**config.mk**
```make
export PLATFORM = sky130hd
export DESIGN_NAME = dmem_arbiter_flat
export DESIGN_NICKNAME = d
export VERILOG_FILES = /design/src/rtl/dmem_arbiter_if.sv /design/src/rtl/dmem_arbiter.sv /design/src/flat_wrapper.sv
export SDC_FILE = /design/constraint.sdc
export NUM_CORES = 1
export LEC_CHECK = 0
export BUFFER_PORTS_ARGS = -buffer_cell sky130_fd_sc_hd__buf_2
export CORE_AREA = 3 3 118 120
export DETAILED_ROUTE_END_ITERATION = 8
export DIE_AREA = 0 0 121 123
export PLACE_DENSITY = 0.66
export SYNTH_ARGS = -nofsm -noshare
export SYNTH_HDL_FRONTEND = slang
export SYNTH_SLANG_ARGS = --single-unit
```
**constraint.sdc**
```tcl
create_clock -name clk -period 1.79 [get_ports clk]
set_input_delay 0.358 -clock clk [delete_from_list [all_inputs] [get_ports clk]]
set_output_delay 0.358 -clock clk [all_outputs]
set_load 0.02 [all_outputs]
```
**src/rtl/dmem_arbiter_if.sv**
```systemverilog
// Request buses of both data-memory masters plus the single-cycle memory port,
// seen from the arbiter (slave) and from the requesters/memory side (master).
interface dmem_arbiter_if;
    logic        m0_req, m0_we, m0_lock, m0_ack, m0_err, m0_rvalid;
    logic [31:0] m0_addr, m0_wdata, m0_rdata;
    logic        m1_req, m1_we, m1_lock, m1_ack, m1_err, m1_rvalid;
    logic [31:0] m1_addr, m1_wdata, m1_rdata;
    logic [31:0] mem_add, mem_write_data, mem_read_data;
    logic        mem_memwrite, mem_memread;

    modport slave (
        input  m0_req, m0_we, m0_addr, m0_wdata, m0_lock,
        input  m1_req, m1_we, m1_addr, m1_wdata, m1_lock,
        output m0_ack, m0_err, m0_rdata, m0_rvalid,
        output m1_ack, m1_err, m1_rdata, m1_rvalid,
        output mem_add, mem_write_data, mem_memwrite, mem_memread,
        input  mem_read_data
    );

    modport master (
        output m0_req, m0_we, m0_addr, m0_wdata, m0_lock,
        output m1_req, m1_we, m1_addr, m1_wdata, m1_lock,
        input  m0_ack, m0_err, m0_rdata, m0_rvalid,
        input  m1_ack, m1_err, m1_rdata, m1_rvalid,
        input  mem_add, mem_write_data, mem_memwrite, mem_memread,
        output mem_read_data
    );
endinterface

```
**src/rtl/dmem_arbiter.sv**
```systemverilog
// Round-robin arbiter sharing the data memory between CPU (m0) and DMA/debug (m1).
// Define DMEM_ARB_LOCK_EN to honour mx_lock for up to MAX_LOCK back-to-back grants.
module dmem_arbiter #(
    parameter int DEPTH_WORDS = 32,
    parameter int MAX_LOCK    = 4
) (
    input  logic          clk,
    input  logic          reset,
    dmem_arbiter_if.slave bus
);
    typedef enum logic [1:0] {IDLE, SERVE0, SERVE1} state_t;

    state_t      state, state_next;
    logic        last_served;
    logic        serve0, serve1, in_range0, in_range1;
    logic        elig0, elig1, lock_win0, lock_win1;
    logic [31:0] rdata0_q, rdata1_q;
    logic        rvalid0_q, rvalid1_q;

    assign in_range0 = bus.m0_addr < 32'(DEPTH_WORDS);
    assign in_range1 = bus.m1_addr < 32'(DEPTH_WORDS);

    // Reset masks the grant combinationally so nothing commits in the reset cycle.
    assign serve0 = (state == SERVE0) && !reset;
    assign serve1 = (state == SERVE1) && !reset;

`ifdef DMEM_ARB_LOCK_EN
    localparam int LW = $clog2(MAX_LOCK + 1);
    logic [LW-1:0] lock_cnt;
    logic          lock_ok;

    assign lock_ok   = lock_cnt < LW'(MAX_LOCK);
    assign lock_win0 = (state == SERVE0) && bus.m0_req && bus.m0_lock && lock_ok;
    assign lock_win1 = (state == SERVE1) && bus.m1_req && bus.m1_lock && lock_ok;

    always_ff @(posedge clk) begin
        if (reset)
            lock_cnt <= '0;
        else if (lock_win0 || lock_win1)
            lock_cnt <= lock_cnt + LW'(1);
        else
            lock_cnt <= '0;
    end
`else
    logic unused_lock;
    assign unused_lock = bus.m0_lock ^ bus.m1_lock;
    assign lock_win0   = 1'b0;
    assign lock_win1   = 1'b0;
`endif

    always_ff @(posedge clk) begin
        if (reset) begin
            state       <= IDLE;
            last_served <= 1'b1;
        end else begin
            state <= state_next;
            if (state == SERVE0)
                last_served <= 1'b0;
            else if (state == SERVE1)
                last_served <= 1'b1;
        end
    end

    always_comb begin
        state_next         = IDLE;
        elig0              = bus.m0_req && (state != SERVE0);
        elig1              = bus.m1_req && (state != SERVE1);
        bus.m0_ack         = 1'b0;
        bus.m0_err         = 1'b0;
        bus.m1_ack         = 1'b0;
        bus.m1_err         = 1'b0;
        bus.mem_add        = '0;
        bus.mem_write_data = '0;
        bus.mem_memwrite   = 1'b0;
        bus.mem_memread    = 1'b0;

        // A live lock beats round-robin; otherwise the master not served last wins.
        if (lock_win0)
            state_next = SERVE0;
        else if (lock_win1)
            state_next = SERVE1;
        else if (elig0 && elig1)
            state_next = last_served ? SERVE0 : SERVE1;
        else if (elig0)
            state_next = SERVE0;
        else if (elig1)
            state_next = SERVE1;

        if (serve0) begin
            bus.m0_ack         = 1'b1;
            bus.m0_err         = !in_range0;
            bus.mem_add        = bus.m0_addr;
            bus.mem_write_data = bus.m0_wdata;
            bus.mem_memwrite   = bus.m0_we && in_range0;
            bus.mem_memread    = !bus.m0_we && in_range0;
        end else if (serve1) begin
            bus.m1_ack         = 1'b1;
            bus.m1_err         = !in_range1;
            bus.mem_add        = bus.m1_addr;
            bus.mem_write_data = bus.m1_wdata;
            bus.mem_memwrite   = bus.m1_we && in_range1;
            bus.mem_memread    = !bus.m1_we && in_range1;
        end
    end

    // Out-of-range reads return zero rather than whatever the memory drives.
    always_ff @(posedge clk) begin
        if (reset) begin
            rdata0_q  <= '0;
            rdata1_q  <= '0;
            rvalid0_q <= 1'b0;
            rvalid1_q <= 1'b0;
        end else begin
            rvalid0_q <= serve0 && !bus.m0_we;
            rvalid1_q <= serve1 && !bus.m1_we;
            if (serve0 && !bus.m0_we)
                rdata0_q <= in_range0 ? bus.mem_read_data : '0;
            if (serve1 && !bus.m1_we)
                rdata1_q <= in_range1 ? bus.mem_read_data : '0;
        end
    end

    assign bus.m0_rdata  = rdata0_q;
    assign bus.m1_rdata  = rdata1_q;
    assign bus.m0_rvalid = rvalid0_q;
    assign bus.m1_rvalid = rvalid1_q;
endmodule

```
**src/flat_wrapper.sv**
```systemverilog
// flat-port wrapper written by rule: the top's interface ports become plain ports
module dmem_arbiter_flat 
#(
    parameter int DEPTH_WORDS = 32,
    parameter int MAX_LOCK    = 4
)
  (clk, reset, bus_m0_req, bus_m0_we, bus_m0_addr, bus_m0_wdata, bus_m0_lock, bus_m1_req, bus_m1_we, bus_m1_addr, bus_m1_wdata, bus_m1_lock, bus_m0_ack, bus_m0_err, bus_m0_rdata, bus_m0_rvalid, bus_m1_ack, bus_m1_err, bus_m1_rdata, bus_m1_rvalid, bus_mem_add, bus_mem_write_data, bus_mem_memwrite, bus_mem_memread, bus_mem_read_data);
  dmem_arbiter_if bus_i ();
  input  logic clk;
  input  logic reset;
  input wire logic [$bits(bus_i.m0_req)-1:0] bus_m0_req;
  input wire logic [$bits(bus_i.m0_we)-1:0] bus_m0_we;
  input wire logic [$bits(bus_i.m0_addr)-1:0] bus_m0_addr;
  input wire logic [$bits(bus_i.m0_wdata)-1:0] bus_m0_wdata;
  input wire logic [$bits(bus_i.m0_lock)-1:0] bus_m0_lock;
  input wire logic [$bits(bus_i.m1_req)-1:0] bus_m1_req;
  input wire logic [$bits(bus_i.m1_we)-1:0] bus_m1_we;
  input wire logic [$bits(bus_i.m1_addr)-1:0] bus_m1_addr;
  input wire logic [$bits(bus_i.m1_wdata)-1:0] bus_m1_wdata;
  input wire logic [$bits(bus_i.m1_lock)-1:0] bus_m1_lock;
  output wire logic [$bits(bus_i.m0_ack)-1:0] bus_m0_ack;
  output wire logic [$bits(bus_i.m0_err)-1:0] bus_m0_err;
  output wire logic [$bits(bus_i.m0_rdata)-1:0] bus_m0_rdata;
  output wire logic [$bits(bus_i.m0_rvalid)-1:0] bus_m0_rvalid;
  output wire logic [$bits(bus_i.m1_ack)-1:0] bus_m1_ack;
  output wire logic [$bits(bus_i.m1_err)-1:0] bus_m1_err;
  output wire logic [$bits(bus_i.m1_rdata)-1:0] bus_m1_rdata;
  output wire logic [$bits(bus_i.m1_rvalid)-1:0] bus_m1_rvalid;
  output wire logic [$bits(bus_i.mem_add)-1:0] bus_mem_add;
  output wire logic [$bits(bus_i.mem_write_data)-1:0] bus_mem_write_data;
  output wire logic [$bits(bus_i.mem_memwrite)-1:0] bus_mem_memwrite;
  output wire logic [$bits(bus_i.mem_memread)-1:0] bus_mem_memread;
  input wire logic [$bits(bus_i.mem_read_data)-1:0] bus_mem_read_data;
  assign bus_i.m0_req = bus_m0_req;
  assign bus_i.m0_we = bus_m0_we;
  assign bus_i.m0_addr = bus_m0_addr;
  assign bus_i.m0_wdata = bus_m0_wdata;
  assign bus_i.m0_lock = bus_m0_lock;
  assign bus_i.m1_req = bus_m1_req;
  assign bus_i.m1_we = bus_m1_we;
  assign bus_i.m1_addr = bus_m1_addr;
  assign bus_i.m1_wdata = bus_m1_wdata;
  assign bus_i.m1_lock = bus_m1_lock;
  assign bus_m0_ack = bus_i.m0_ack;
  assign bus_m0_err = bus_i.m0_err;
  assign bus_m0_rdata = bus_i.m0_rdata;
  assign bus_m0_rvalid = bus_i.m0_rvalid;
  assign bus_m1_ack = bus_i.m1_ack;
  assign bus_m1_err = bus_i.m1_err;
  assign bus_m1_rdata = bus_i.m1_rdata;
  assign bus_m1_rvalid = bus_i.m1_rvalid;
  assign bus_mem_add = bus_i.mem_add;
  assign bus_mem_write_data = bus_i.mem_write_data;
  assign bus_mem_memwrite = bus_i.mem_memwrite;
  assign bus_mem_memread = bus_i.mem_memread;
  assign bus_i.mem_read_data = bus_mem_read_data;
  dmem_arbiter #(.DEPTH_WORDS(DEPTH_WORDS), .MAX_LOCK(MAX_LOCK)) u_core (.clk(clk), .reset(reset), .bus(bus_i));
endmodule
```
# ---- After elaboration in Yosys (flattened, before gate mapping)
# Index checks and enable logic that the tools add are counted.
dict set report word_totals {
  output_inout_bits 136
  wordCells 51
  ff_bits 69
  inputBits 168
}
dict set report op_classes {
  n_lt_le_gt_ge 2
  n_mux 22
  eq_ne 4
  reduce_logical 17
}
# operator count
set ops {}
lappend ops {{$mux 32} 6}
lappend ops {{$lt 32x6->1 const B} 2}
lappend ops {{$mux 1} 12}
lappend ops {{$logic_and 1x1->1} 11}
lappend ops {{$mux 2} 4}
lappend ops {{$logic_not 1->1} 5}
lappend ops {{$eq 2x1->1 const B} 1}
lappend ops {{$eq 2x2->1 const B} 1}
lappend ops {{$ne 2x1->1 const B} 1}
lappend ops {{$ne 2x2->1 const B} 1}
lappend ops {{$reduce_bool 2->1} 1}

# ---- Longest topological paths before layout
# Gate-level depths: netlist of run 1.
dict set report logic_depth {
  ltp_word 5
  ltp_mapped 9
  ltp_nobuf 7
}

# ---- Least setup slack after synthesis of run 1
# OpenSTA, ideal clock, no wires.
dict set report synth_timing {
  kind {input-to-output}
  start {input port bus_m1_addr[28]}
  end {output port bus_mem_memread}
  stages 5
  path_slack_ns -0.340
  arrival_ns 1.772
  path_buffers 1
  cell_sequence {nor4_1 and4_1 nand4_4 buf_6 o32ai_1}
}
dict set report synth_between {
  elab_chain_cells 4
}
# item line
set synth_lines {}
lappend synth_lines {{start, declared} flat_wrapper.sv:18} ;# input wire logic [$bits(bus_i.m1_addr)-1:0] bus_m1_addr;
lappend synth_lines {{$lt 32x6->1} dmem_arbiter.sv:21} ;# assign in_range1 = bus.m1_addr < 32'(DEPTH_WORDS);
lappend synth_lines {{$logic_and 1x1->1} dmem_arbiter.sv:102} ;# bus.mem_memread = !bus.m1_we && in_range1;
lappend synth_lines {{$mux 1} dmem_arbiter.sv:96} ;# end else if (serve1) begin
lappend synth_lines {{$mux 1} dmem_arbiter.sv:89} ;# if (serve0) begin
lappend synth_lines {{end, declared} flat_wrapper.sv:32} ;# output wire logic [$bits(bus_i.mem_memread)-1:0] bus_mem_memread;
# No other way between the ends.

# ---- Final worst setup path of run 1
dict set report layout_timing {
  start {register u_core.state[1]}
  end {output port bus_mem_memwrite}
}
dict set report layout_between {
  elab_chain_cells 4
  word_cells_on_any_way 6
  classes_between {eq/ne: 2; mux: 2; reduce/logical: 2}
}
# item line
set layout_lines {}
lappend layout_lines {{start, declared} dmem_arbiter.sv:13} ;# state_t state, state_next;
lappend layout_lines {{start signal, assigned} dmem_arbiter.sv:56} ;# state <= state_next;
lappend layout_lines {{$eq 2x2->1} dmem_arbiter.sv:25} ;# assign serve1 = (state == SERVE1) && !reset;
lappend layout_lines {{$logic_and 1x1->1} dmem_arbiter.sv:25}
lappend layout_lines {{$mux 1} dmem_arbiter.sv:96}
lappend layout_lines {{$mux 1 (*)} dmem_arbiter.sv:89}
lappend layout_lines {{end, declared} flat_wrapper.sv:31} ;# output wire logic [$bits(bus_i.mem_memwrite)-1:0] bus_mem_memwrite;
# Every way passes the cells marked *; elsewhere a longest branch is shown, timed or not.

==> results of run 1 <==
-- cell usage after synthesis (2+ instances only) --
cell	n
buf_6	9
nor2_1	2
and4_1	2
nand2b_1	6
clkbuf_1	26
buf_1	9
a22o_1	63
nand2_1	2
nor3_1	2
o41ai_2	37
inv_1	37
or4_4	2
ha_1	2
o41ai_1	25
nor4_2	2
nor4_1	8
buf_2	3
dfxtp_1	69
nand3b_1	64
-- layer usage --
metal	part of all wire	up-vias	GRT usage
li1	-	2161	-
met1	0.37	2264	0.260
met2	0.51	262	0.382
met3	0.083	57	0.0636
met4	0.038	8	0.103
met5	0.0024	-	0
-- timing repair --
item,CTS,global route
setup endpoints to repair,103,103
resized for setup,157,14
buffers inserted,4,2
gates cloned,6,2
pin swaps,17,16
-- flip-flops by register name (all words and copies together), names as in the netlist --
signal                count
u_core.bus.m1_rvalid      1
u_core.state              2
u_core.bus.m0_rvalid      1
u_core.bus.m0_rdata      32
u_core.last_served        1
u_core.bus.m1_rdata      32
-- cell type report --
class | count | area share
diodes | 2 | 0.000720
clock buffers | 11 | 0.0349
clock inverters | 4 | 0.00702
inverters | 37 | 0.0211
multi-input cells | 231 | 0.338
flip-flops and latches | 69 | 0.199
well taps | 176 | 0.0317
repair buffers | 355 | 0.368
-- layout by cell type (no fill, tap or decap), drive strengths merged, types with 3 or more instances in the layout --
cell type | netlist | routed
nor2 | 3 | 3
nand3b | 64 | 64
nor4 | 10 | 10
clkbuf | 26 | 13
nand2b | 6 | 6
a22o | 64 | 64
dfxtp | 69 | 69
buf | 22 | 353
clkinv | 0 | 3
o41ai | 62 | 62
inv | 37 | 37
-- kinds of logic (layout without fill, tap and decap cells) --
family                     count (synthesis)  count (layout)  synth area share
and+or+nand+nor                           96              96             0.184
buffers and inverters                     85             407            0.0992
other                                      0               2                 0
adders and majority gates                  2               2           0.00630
DFF                                       69              69             0.348
AOI/OAI and AO/OA                        132             132             0.361
muxes                                      1               1           0.00252
-- per-stage QoR --
stage,total power [W],area (um2),setup slack (ns),util
5_1_grt,0.00428,6950,-0.357,0.531
2_1_floorplan,0.00189,4030,-0.0533,-
3_5_place_dp,0.00225,5830,-0.277,0.446
3_3_place_gp,0.00224,5830,-0.226,0.446
6_report,0.00413,6950,-0.271,0.531
4_1_cts,0.00415,6830,-0.318,0.522
-- path summary, 6_finish.rpt --
check,startpoint,to,slack (ns),depth (start not counted)
max,u_core.state[1],bus_mem_memwrite,-0.27,8
min,bus_m0_req,u_core.state[1],0.25,2
max reg2reg,u_core.state[1],u_core.bus.m0_rdata[10],0.10,8
min reg2reg,u_core.bus.m1_rdata[18],u_core.bus.m1_rdata[18],0.48,2
-- power by group through the flow --
| stage | Sequential (W) | Clock [W] | Combinational (W) |
|---|---|---|---|
| 2_1_floorplan | 0.00158 | 0 | 0.000310 |
| 3_3_place_gp | 0.00158 | 0 | 0.000663 |
| 3_5_place_dp | 0.00158 | 0 | 0.000675 |
| 4_1_cts | 0.00155 | 0.00178 | 0.000817 |
| 5_1_grt | 0.00154 | 0.00184 | 0.000887 |
| 6_report | 0.00155 | 0.00174 | 0.000846 |
==> run_results.csv, run 1 <==
group,metric,value,unit
global_route,grt_max_degree,71,
sta,rsz0062_at_grt,"true",
logic_synthesis,syn_nets,555,
die,rows,42,
logic_synthesis,synth-main-ff-cell,"dfxtp_1",
route,dr.pass1.iters,5,
final_layout,fillerInstances,1170,
placed_design,gp_congestion,0.875,
sta,timing.final.max_slew_violations,0,
cts,cts_max_level,3,
cts,clk_path_buf_depth,2,
final_layout,fin_cells,885,
global_route,antenna_found_initial,6,
logic_synthesis,ys_types,34,
global_route,grt_pass1_wl,25800,um
status,violations,"negative setup slack",
power_and_ir_drop,power.switching,0.00106,W
cts,cts_tree,"done",
power_and_ir_drop,combinationalPowerShare,0.205,
route,vias,4752,
final_layout,drive_gt1_frac,0.621,
global_route,grt_pass1_vias,4603,
logic_synthesis,synth_area_leaders,"dfxtp_1, o41ai_2, a22o_1",
setup_path,cp-start-kind,"register",
sta,setup-violations-final,69,
final_layout,multi_input_area,2350,um2
setup_path,cpPeakStageDelay,0.35,ns
worst_hold_path,min_path_type,"in -> reg",
final_layout,area_growth,75.0,%
setup_path,path_buf_inv,4,
setup_path,worstPathCellList,"inv_2, ha_4, nor2_4, buf_12, buf_12, nand2_2, o22ai_4, buf_6",
logic_synthesis,postSynthCellCount,385,
sta,timing.slew.headroom,0.544,
setup_path,cp_common_cell,"buf_12",
die,start_util,0.304,
cts,cts_root_buf,"clkbuf_16",
power_and_ir_drop,power_frac_clock,0.422,
setup_path,crit_fanout,6,
die,dieHeight,123,um
placed_design,portBuffers,301,
route,drtIter0Drc,363,
logic_synthesis,syn_avg_cell_area,10.3,um2
sta,period_share,1.15,
status,status,"finished with violations",
route,via_per_inst,5.37,
final_layout,seqCellArea,1380,um2
global_route,overflow,0,
route,wirelength,18500,um
route,drc,0,
logic_synthesis,seq_area_frac_synth,0.348,
setup_path,arrival,1.70,ns
power_and_ir_drop,powerDensity,595,nW/um2
power_and_ir_drop,power_frac_seq,0.374,
sta,fin_skew,0.00892,ns
sta,post-route-min-period,2.06,ns
die,dieArea,14900,um2
power_and_ir_drop,p_leak,3.44,nW
sta,finalHoldViolations,0,
setup_path,criticalPathCategory,"reg -> out",
placed_design,dpl.hpwl,13200,um
cts,cts_made_buffers,9,
placed_design,dp_cells,855,
logic_synthesis,syn_area,3970,um2
setup_path,worstPathRequired,1.43,ns
setup_path,endpoint_kind,"output port",
power_and_ir_drop,irDropWorstVdd,0.583,mV
sta,hold_ws,0.250,ns
setup_path,crit_family,"buffers and inverters",
sta,worst_pin_slew,0.685,ns
route,post_drt_wl_per_cell,20.9,um
sta,layout_setup_ws,-0.271,ns
die,coreArea,13100,um2
cts,hold_buffers,0,
power_and_ir_drop,internal_power,0.00307,W
die,io_pins,304,
sta,final.setup.tns,-13.59,ns
setup_path,crit_path_top_delay_cell,"dfxtp_2",
cts,path_clk_slew,0.05,ns
logic_synthesis,yosysTopAreaCellShare,0.348,
logic_synthesis,synth_edf_count,0,
flow_run,max-cap-violations,0,
cts,clock_sinks,69,
power_and_ir_drop,swShare,0.257,
global_route,grtUsageTotal,0.224,
logic_synthesis,async_flop_share,0,
final_layout,fin_nets,873,
sta,clock.fmax,0.485,GHz
die,die_w,121,um
route,drtAntennaViolNets,0,
logic_synthesis,synth_warnings,0,
logic_synthesis,ys_ff_latch,69,
cts,clock_latency,0.33,ns
logic_synthesis,yosys.area.top_type,"dfxtp_1",
Power figures use the tool's default switching activity.
==> run 2: changes to the inputs <==
--- a/config.mk
+++ b/config.mk
@@ -6,10 +6,11 @@
 export NUM_CORES = 1
 export LEC_CHECK = 0
 export BUFFER_PORTS_ARGS = -buffer_cell sky130_fd_sc_hd__buf_2
-export CORE_AREA = 3 3 118 120
+export CORE_AREA = 3 3 115 117
 export DETAILED_ROUTE_END_ITERATION = 8
-export DIE_AREA = 0 0 121 123
-export PLACE_DENSITY = 0.66
+export DIE_AREA = 0 0 118 120
+export PLACE_DENSITY = 0.67
+export SETUP_SLACK_MARGIN = 0.5
 export SYNTH_ARGS = -nofsm -noshare
 export SYNTH_HDL_FRONTEND = slang
 export SYNTH_SLANG_ARGS = --single-unit
==> constraint.sdc (replaced) <==
create_clock -name clk -period 2.3 [get_ports clk]
set_input_delay 0.46 -clock clk [delete_from_list [all_inputs] [get_ports clk]]
set_output_delay 0.46 -clock clk [all_outputs]
set_load 0.02 [all_outputs]
==> run 2 against run 1 <==
Against the previous run:
- largest cell class is now multi-input combinational cells
- the flow now finishes without violations
- global-route usage is 0.78 points higher
- highest routed layer unchanged
- worst hold slack gained 0.094 ns
- first-iteration DRC count fell by 15%
==> run_results.csv, run 2 (synthesis gave the netlist of run 1 again) <==
group,metric,value,unit
status,status,"finished clean",
setup_path,cp-start-kind,"register",
power_and_ir_drop,p_leak,3.98,nW
route,drc,0,
sta,timing.slew.headroom,0.567,
sta,finalHoldViolations,0,
die,die_w,118,um
setup_path,criticalPathCategory,"reg -> out",
placed_design,gp_congestion,0.879,
final_layout,fin_cells,875,
sta,timing.final.max_slew_violations,0,
route,post_drt_wl_per_cell,20.6,um
global_route,grtUsageTotal,0.231,
power_and_ir_drop,powerDensity,442,nW/um2
worst_hold_path,hold_depth,2,
sta,post-route-min-period,2.26,ns
route,wirelength,18000,um
setup_path,worstPathRequired,1.84,ns
final_layout,area_growth,94.2,%
setup_path,endpoint_kind,"output port",
route,drtAntennaViolNets,0,
global_route,grt_max_degree,131,
die,dieArea,14200,um2
setup_path,crit_fanout,5,
die,dieHeight,120,um
cts,cts_root_buf,"clkbuf_16",
final_layout,drive_gt1_frac,0.695,
cts,path_clk_slew,0.05,ns
sta,rsz0062_at_grt,"true",
setup_path,arrival,1.80,ns
setup_path,reg2reg_depth,7,
global_route,grt_pass1_vias,4700,
sta,period_share,0.983,
route,dr.pass1.iters,4,
cts,cts_made_buffers,9,
final_layout,fin_nets,866,
final_layout,layout_commonest_cell,"buf_2",
sta,setup-violations-final,0,
cts,clock_latency,0.33,ns
placed_design,portBuffers,301,
power_and_ir_drop,irDropWorstVdd,0.437,mV
global_route,antenna_found_initial,4,
route,vias,4603,
sta,fin_skew,0.00320,ns
sta,worst_pin_slew,0.650,ns
die,rows,41,
sta,final.setup.tns,0,ns
route,drtIter0Drc,307,
sta,clock.fmax,0.442,GHz
cts,cts_tree,"done",
cts,clock_sinks,69,
cts,cts_max_level,3,
worst_hold_path,min_path_type,"in -> reg",
placed_design,dp_cells,831,
die,io_pins,304,
die,coreArea,12500,um2
global_route,overflow,0,
cts,clk_path_buf_depth,2,
flow_run,max-cap-violations,0,
die,start_util,0.319,
global_route,grt_pass1_wl,26000,um
final_layout,post-route-util,0.619,
route,via_per_inst,5.26,
final_layout,final_cell_mix,"buf_2, buf_6, dfxtp_1",
placed_design,dpl.hpwl,12400,um
## run 2: repair_timing
action                                  CTS  global route
resized for setup                       167            63
setup buffers                            12             2
gates cloned                              9             3
pin swaps                                35            15
hold buffers                              0             0
endpoints found under the setup margin  102           117
## run 2: cell type report
class / count / area (um2)
inverter: 37 / 146
fill: 1020 / 4750
clock inverter: 6 / 86.3
multi-input combinational: 231 / 2920
tap: 172 / 215
clock buffer: 10 / 239
timing repair buffer: 347 / 2710
antenna: 2 / 5.00
sequential: 69 / 1380
timing repair inverter: 1 / 6.26
## run 2: metrics by stage
step           cell area (um2)  power, W  setup slack [ns]  hold WS (ns)
5_1_grt                   7710   0.00352           -0.0231         0.362
6_report                  7720   0.00341            0.0394         0.344
3_3_place_gp              5980   0.00176          -0.00385         0.459
3_5_place_dp              5980   0.00177           -0.0126         0.470
4_1_cts                   7230   0.00339            0.0593         0.331
2_1_floorplan             4330   0.00150             0.253         0.447
## run 2: worst paths after layout
| check | startpoint | end | slack, ns |
|---|---|---|---|
| max reg2reg | u_core.state[0] | u_core.bus.m1_rdata[28] | 0.56 |
| min | bus_m0_req | u_core.state[1] | 0.34 |
| min reg2reg | u_core.bus.m1_rdata[31] | u_core.bus.m1_rdata[31] | 0.49 |
| max | u_core.state[0] | bus_mem_add[0] | 0.04 |
## run 2: per-layer routing
| metal | vias up | share of wire | GRT usage |
|---|---|---|---|
| met4 | 4 | 0.034 | 0.0923 |
| met2 | 191 | 0.51 | 0.410 |
| li1 | 2147 | - | - |
| met3 | 41 | 0.077 | 0.0740 |
| met5 | - | 0.00094 | 0 |
| met1 | 2220 | 0.38 | 0.257 |
## run 2: power by group
| part | total, W | switching (W) | internal, W | leakage (nW) |
|---|---|---|---|---|
| sequential | 0.00120 | 0.00000288 | 0.00120 | 0.557 |
| combinational | 0.000714 | 0.000358 | 0.000356 | 3.27 |
| clock | 0.00149 | 0.000517 | 0.000976 | 0.158 |
| total | 0.00341 | 0.000878 | 0.00253 | 3.98 |
## run 2: critical path, stage by stage, from the launching register on
cell and delay (ns):
dfxtp_2 0.33, inv_2 0.06, ha_4 0.14, nand2b_4 0.06
nor2_4 0.19, buf_6 0.16, buf_12 0.12, buf_16 0.11
a22o_1 0.16, buf_6 0.13
